<file path="config.mk">
export PLATFORM = sky130hd
export DESIGN_NAME = uart_tx_arbiter
export DESIGN_NICKNAME = d
export VERILOG_FILES = /design/src/rtl/acoustics_pkg.sv /design/src/rtl/uart_tx_arbiter.sv
export SDC_FILE = /design/constraint.sdc
export NUM_CORES = 1
export LEC_CHECK = 0
export CAP_MARGIN = 0
export CORE_MARGIN = 1
export CORE_UTILIZATION = 49
export CTS_CLUSTER_DIAMETER = 100
export CTS_CLUSTER_SIZE = 14
export DETAILED_ROUTE_END_ITERATION = 10
export HOLD_SLACK_MARGIN = 0.06
export PLACE_DENSITY = 0.85
export SYNTH_ARGS = -nofsm -noshare
export SYNTH_HDL_FRONTEND = slang
export SYNTH_SLANG_ARGS = --single-unit
</file>
<file path="constraint.sdc">
create_clock -name clk -period 2.75 [get_ports clk]
set_clock_uncertainty 0.15 [all_clocks]
set_input_delay 0.55 -clock clk [delete_from_list [all_inputs] [get_ports clk]]
set_output_delay 0.55 -clock clk [all_outputs]
set_load 0.01 [all_outputs]
</file>
<file path="src/rtl/acoustics_pkg.sv">
// Shared definitions for the acoustics datapath: UART arbiter state encoding and requester indices.
package acoustics_pkg;

  typedef enum logic [1:0] {
    ST_IDLE      = 2'd0,
    ST_ISSUE     = 2'd1,
    ST_WAIT_BUSY = 2'd2,
    ST_WAIT_DONE = 2'd3
  } arb_state_t;

  localparam logic REQ_CMD = 1'b0;
  localparam logic REQ_CC  = 1'b1;

  // One-hot transmitter ownership for a requester index.
  function automatic logic [1:0] grant_onehot(input logic req);
    return (req == REQ_CC) ? 2'b10 : 2'b01;
  endfunction

endpackage

</file>
<file path="src/rtl/uart_tx_arbiter.sv">
// Two-source UART transmit arbiter: per-byte valid/ack handshake, burst locking and
// round-robin arbitration between bursts, with a sticky timeout when the UART never goes busy.
module uart_tx_arbiter
  import acoustics_pkg::*;
#(
  parameter int DATA_W       = 8,
  parameter int BUSY_TIMEOUT = 4096,
  parameter int TO_W         = 13
) (
  input  logic              clk,
  input  logic              reset_b,
  input  logic              Req0_Valid,
  input  logic [DATA_W-1:0] Req0_Data,
  input  logic              Req0_Last,
  output logic              Req0_Ack,
  input  logic              Req1_Valid,
  input  logic [DATA_W-1:0] Req1_Data,
  input  logic              Req1_Last,
  output logic              Req1_Ack,
  input  logic              Tx_Ready,
  output logic              TX_en,
  output logic [DATA_W-1:0] TX_Data,
  output logic [1:0]        Grant,
  output logic              Timeout_Err
);

  localparam logic [TO_W-1:0] TIMER_LIMIT = TO_W'(BUSY_TIMEOUT);
  localparam logic [TO_W-1:0] TIMER_LAST  = TO_W'(BUSY_TIMEOUT - 1);

  arb_state_t        state_r;
  logic              rr_last_r;
  logic              last_r;
  logic [TO_W-1:0]   timer_r;

  logic              winner_s;
  logic              own_valid_s;
  logic [DATA_W-1:0] own_data_s;
  logic              own_last_s;

  // A tie goes to whoever did not own the previous burst.
  function automatic logic rr_pick(input logic v0, input logic v1, input logic last_owner);
    logic w;
    if (v0 && v1) begin
      w = ~last_owner;
    end else if (v1) begin
      w = REQ_CC;
    end else begin
      w = REQ_CMD;
    end
    return w;
  endfunction

  assign winner_s    = rr_pick(Req0_Valid, Req1_Valid, rr_last_r);
  assign own_valid_s = (rr_last_r == REQ_CC) ? Req1_Valid : Req0_Valid;
  assign own_data_s  = (rr_last_r == REQ_CC) ? Req1_Data  : Req0_Data;
  assign own_last_s  = (rr_last_r == REQ_CC) ? Req1_Last  : Req0_Last;

  // Arbitration / byte-launch FSM; every output is registered here.
  always_ff @(posedge clk) begin
    if (!reset_b) begin
      state_r     <= ST_IDLE;
      rr_last_r   <= REQ_CC;
      last_r      <= 1'b0;
      timer_r     <= '0;
      TX_en       <= 1'b0;
      TX_Data     <= '0;
      Req0_Ack    <= 1'b0;
      Req1_Ack    <= 1'b0;
      Grant       <= 2'b00;
      Timeout_Err <= 1'b0;
    end else begin
      TX_en    <= 1'b0;
      Req0_Ack <= 1'b0;
      Req1_Ack <= 1'b0;
      case (state_r)
        ST_IDLE: begin
          if (Req0_Valid || Req1_Valid) begin
            rr_last_r <= winner_s;
            Grant     <= grant_onehot(winner_s);
            state_r   <= ST_ISSUE;
          end
        end
        ST_ISSUE: begin
          // Owner keeps the grant while its valid is low: bursts are never split.
          if (Tx_Ready && own_valid_s) begin
            TX_Data  <= own_data_s;
            TX_en    <= 1'b1;
            Req0_Ack <= (rr_last_r == REQ_CMD);
            Req1_Ack <= (rr_last_r == REQ_CC);
            last_r   <= own_last_s;
            timer_r  <= '0;
            state_r  <= ST_WAIT_BUSY;
          end
        end
        ST_WAIT_BUSY: begin
          if (!Tx_Ready) begin
            state_r <= ST_WAIT_DONE;
          end else if (timer_r >= TIMER_LAST) begin
            Timeout_Err <= 1'b1;
            timer_r     <= TIMER_LIMIT;
            if (last_r) begin
              Grant   <= 2'b00;
              state_r <= ST_IDLE;
            end else begin
              state_r <= ST_ISSUE;
            end
          end else begin
            timer_r <= timer_r + TO_W'(1);
          end
        end
        ST_WAIT_DONE: begin
          if (Tx_Ready) begin
            if (last_r) begin
              Grant   <= 2'b00;
              state_r <= ST_IDLE;
            end else begin
              state_r <= ST_ISSUE;
            end
          end
        end
        default: begin
          state_r <= ST_IDLE;
          Grant   <= 2'b00;
        end
      endcase
    end
  end

endmodule
</file>
; Word-level counts from Yosys, hierarchy flattened
; Index checks and enable logic that the tools add are counted.
; W data, S select, Z words.
[op_classes]
n_bitwise = 1
n_eq_ne = 9
order_cmp = 1
muxes = 24
n_reduce_logical = 14
add_sub_neg = 1
[op_table]
columns = op, count
row1 = $mux W13, 3
row2 = $pmux W13 S2, 1
row3 = $mux W2, 11
row4 = $add A13 B1 Y13 const B, 1
row5 = $ge A13 B12 Y1 const B, 1
row6 = $ne A2 B2 Y1 const B, 5
row7 = $reduce_and A3 Y1, 3
row8 = $mux W8, 1
row9 = $pmux W2 S4, 1
row10 = $mux W1, 6
row11 = $pmux W2 S3, 1
row12 = $reduce_and A2 Y1, 3
row13 = $reduce_and A5 Y1, 1
row14 = $eq A2 B2 Y1 const B, 2
row15 = $reduce_and A4 Y1, 1
row16 = $ne A3 B3 Y1 const B, 1
row17 = $reduce_bool A3 Y1, 1
row18 = $eq A2 B1 Y1 const B, 1
row19 = $logic_and A1 B1 Y1, 2
row20 = $logic_not A2 Y1, 1
row21 = $reduce_bool A2 Y1, 1
row22 = $logic_or A1 B1 Y1, 1
row23 = $not A1 Y1, 1
[word_totals]
in_bits = 23
wordCells = 60
reg_bits = 31
out_inout_bits = 14

; Depth between registers and ports, before layout
[logic_depth]
word_depth = 5
ltp_mapped = 8
ltp_nobuf = 6

; Worst setup path after synthesis
; No wires, ideal clock.
[synth_timing]
path_kind = input to register
start = input port Tx_Ready
end = register timer_r[8]
slack_ps = 634
path_stages = 7
setup_ps = 71
arrival_time_ps = 1895
required_time_ps = 2529
path_buffers = 2
path_cell_list = and3b_1 -> o21ba_1 -> buf_6 -> or2_1 -> buf_6 -> or4_1 -> a21oi_1
[synth_via]
elab_chain_len = 3
word_cells_on_any_way = 4
cone_classes = 2 x eq/ne / 2 x reduce/logical
[synth_rtl]
columns = element, line
row1 = "start, declared", uart_tx_arbiter.sv:20  ; input logic Tx_Ready,
row2 = $logic_and A1 B1 Y1, uart_tx_arbiter.sv:85  ; if (Tx_Ready && own_valid_s) begin
row3 = $ne A2 B2 Y1 (no source line), n/a
row4 = $reduce_and A3 Y1 (no source line) (*), n/a
row5 = "end signal, assigned", uart_tx_arbiter.sv:108  ; timer_r <= timer_r + TO_W'(1);
row6 = "end, declared", uart_tx_arbiter.sv:33  ; logic [TO_W-1:0] timer_r;
; Every way passes the cells marked *; elsewhere a longest branch is shown, timed or not.
; A chain may end at the register's enable or synchronous reset.

; Worst setup path after layout
[layout_timing]
start = input port Req1_Valid
end = register timer_r[8]
[layout_via]
elab_chain_len = 4
[layout_rtl]
columns = element, line
row1 = "start, declared", uart_tx_arbiter.sv:16  ; input logic Req1_Valid,
row2 = $mux W1, uart_tx_arbiter.sv:54  ; assign own_valid_s = (rr_last_r == REQ_CC) ? Req1_Valid : Req0_Valid;
row3 = $logic_and A1 B1 Y1, uart_tx_arbiter.sv:85
row4 = $ne A2 B2 Y1 (no source line), n/a
row5 = $reduce_and A3 Y1 (no source line), n/a
; Every way passes these cells.

==> reports/metrics.csv <==
metric,value,unit
Worst Setup End Kind,register,
CTS sink count,31,
share of layout cells above drive strength 1,0.08072,
Final nets,247,
GR Layer Usage met3,0.03348,
grt met1 use,0.2788,
drt first pass iters,4,
Cells after Synth,184,
# rows,19,
Num CTS Buffers,5,
CP Depth,6,
Longest Clk Path Bufs,2,
Final WS setup,0.4300,ns
#FFs+latches synth,31,
Fmax,431.0,MHz
largest net degree at the start of global routing,18,
DR vias,1507,
status,finished clean,
Syn Nets,208,
Syn Std Cell Area,0.001541,sq mm
Worst Tran Pin Value,0.4526,ns
CP arrival,2.44,ns
vias per cell,5.687,
"EDFF count, synth",0,
Detail Route Antenna Nets,0,
TNS Setup,0,ns
Post-DP HPWL,2627,microns
Routed WL,3548,microns
# DRC,0,
CTS tree,built,
"Req. time, crit path",2.87,ns
crit path buf inv count,1,
Starting Density,0.5359,
Synth Area in Compound Gates,0.2013,
Async SR Flop Fraction,0,
clock-pin slew on the worst setup and hold paths,0.09,ns
Post-Place Worst Slack,0.1375,ns
cts repair resizes,0,
Die W,58.09,microns
final max-slew violation count,0,
Final GP Congestion,0.8491,
CTS Hold Bufs,0,
max-cap viol count,0,
Tot GR Track Use,0.2253,
Leak Pwr,0.7310,nW
kind of critical path,in -> reg,
"Clk Latency, worst-skew pair",0.33,ns
worst r2r path cells,6,
global-route wire length before repair,5871,microns
synth unique cells,43,
HP Class,reg -> reg,
Finished Core Util,0.6933,
CTS H-Tree Depth,2,
Most used DFF post-synth,dfxtp_1,
crit-path cells,"clkdlybuf4s50_1, mux2i_1, o21ba_1, or2_1, or4_1, a21oi_1",
Final Hold Vio Count,0,
yosys warns,0,
final non-filler cell total,265,
largest family of logic cells by synthesized area,simple AND/OR/NAND/NOR gates,
"Max FO, Critical Path",7,
"CP delay by family, top",simple AND/OR/NAND/NOR gates,
Post-Synth Simple-Gate Area,0.2597,
adder-cell area share of the yosys netlist,0.008117,
Final setup viols,0,
sequential share of the synthesized area,0.4026,
unrepaired setup endpoints after global routing,no,
GR peak layer,met2,
GRT overflow,0,
Setup crit start kind,input port,
relative slew slack,0.6955,
max incr delay on CP,0.58,ns
clock period minus worst slack,2.320,ns
Die Y,58.09,microns
die area,0.003374,sq mm
ant diodes,0,
part of the cycle the worst path needs,0.8436,
P per Cell Area,469.3,mW/mm^2
grt met2 use,0.3810,
vias in the first global route,1378,
drt first-iter violations,59,
Crit-path slowest cell,clkdlybuf4s50_1,
area delta synth->final,29.38,%
# port buffers,36,
mux share of post-synthesis cell area,0.07143,
Post-CTS Setup Bufs,0,
Synth Area in XOR/XNOR,0,
Post-Syn Area per Cell,8.378,sq um
antenna violations before repair,0,
WL/cell,13.39,microns
io pins,37,
Placeable Area,0.002877,sq mm
Worst VDD drop,275.4,uV
Hold Path Depth,2,
Inst Count DP,258,
Clock Tree Root,clkbuf_4,
==> worst register-to-register path: stages (launching register included) <==
cell and delay (ns):
dfxtp_1 0.37, ha_1 0.27, a21oi_1 0.24, o41ai_2 0.10, or2_1 0.32, or4_1 0.50
a21oi_1 0.15
==> layout make-up <==
| type | count | area (sq um) |
|---|---|---|
| Clock buffer | 6 | 51.30 |
| Tap cell | 42 | 52.55 |
| Fill cell | 224 | 882.1 |
| Inverter | 5 | 18.77 |
| Clock inverter | 1 | 5.005 |
| Multi-Input combinational cell | 137 | 833.3 |
| Timing Repair Buffer | 43 | 412.9 |
| Sequential cell | 31 | 620.6 |
==> metrics by stage <==
stage	instance area, sq um	power [mW]	hold WS, ns
floorplan	1541	0.5999	0.3105
global placement	1938	0.6694	0.2849
detailed placement	1938	0.6779	0.3028
CTS	1994	0.9396	0.3144
global route	1994	0.9811	0.3388
finish	1994	0.9359	0.3066
==> layer usage <==
metal | vias up | share of wire
met1 | 708 | 0.45
met2 | 38 | 0.49
met5 | - | 0
met4 | 0 | 0.022
met3 | 10 | 0.038
li1 | 751 | -
==> cells by family (layout without fill, tap and decap cells) <==
group	count (synthesis)	in the layout
multiplexers	11	11
AND/OR/NAND/NOR	78	78
AO/OA/AOI/OAI	47	47
buffers and inverters	16	55
adder cells (fa/ha/maj)	1	1
flip-flops	31	31
==> Yosys cell counts, types with 4 or more instances <==
master	number	area share
nand2_1	17	0.041
o21ai_0	4	0.013
a211oi_1	9	0.044
a31oi_1	4	0.016
a21oi_1	16	0.052
mux2i_1	11	0.071
nand3_1	7	0.023
nor3_1	6	0.019
clkbuf_1	6	0.015
dfxtp_1	31	0.40
inv_1	4	0.0097
nor2_1	23	0.056
==> state kept, by name (all words and copies together), names as in the netlist <==
signal and cells:
last_r 1, Req1_Ack 1, rr_last_r 1, TX_en 1
state_r 2, timer_r 13, Grant 2, TX_Data 8
Timeout_Err 1, Req0_Ack 1
==> path summary, 6_finish.rpt <==
path / start / endpoint / slack, ns
setup / recovery: Req1_Valid / timer_r[8]$_SDFFE_PN0P_ / 0.43
hold / removal: Timeout_Err$_SDFFE_PN0P_ / Timeout_Err$_SDFFE_PN0P_ / 0.31
setup reg to reg: timer_r[0]$_SDFFE_PN0P_ / timer_r[8]$_SDFFE_PN0P_ / 0.60
hold reg to reg: Timeout_Err$_SDFFE_PN0P_ / Timeout_Err$_SDFFE_PN0P_ / 0.31
==> cells in the final DEF, fill, tap and decap left out, drive strengths merged, types with 4 or more instances in the layout <==
master         synthesis  routed
nand4                  4       4
clkdlybuf4s50          0      36
o21ai                  4       4
nor2                  23      23
clkbuf                 6       6
a31oi                  4       4
buf                    5       7
inv                    4       4
a21oi                 16      16
dfxtp                 31      31
mux2i                 11      11
nand3                  7       7
nor3                   6       6
nand2                 17      17
a211oi                 9       9
==> power breakdown <==
part           leakage [nW]  total, mW  internal, mW  switching, mW
combinational         0.445      0.184        0.0974         0.0862
sequential            0.252      0.484         0.468         0.0167
clock                0.0341      0.268         0.118          0.150
Note: power is estimated with default switching activity, not from simulation.
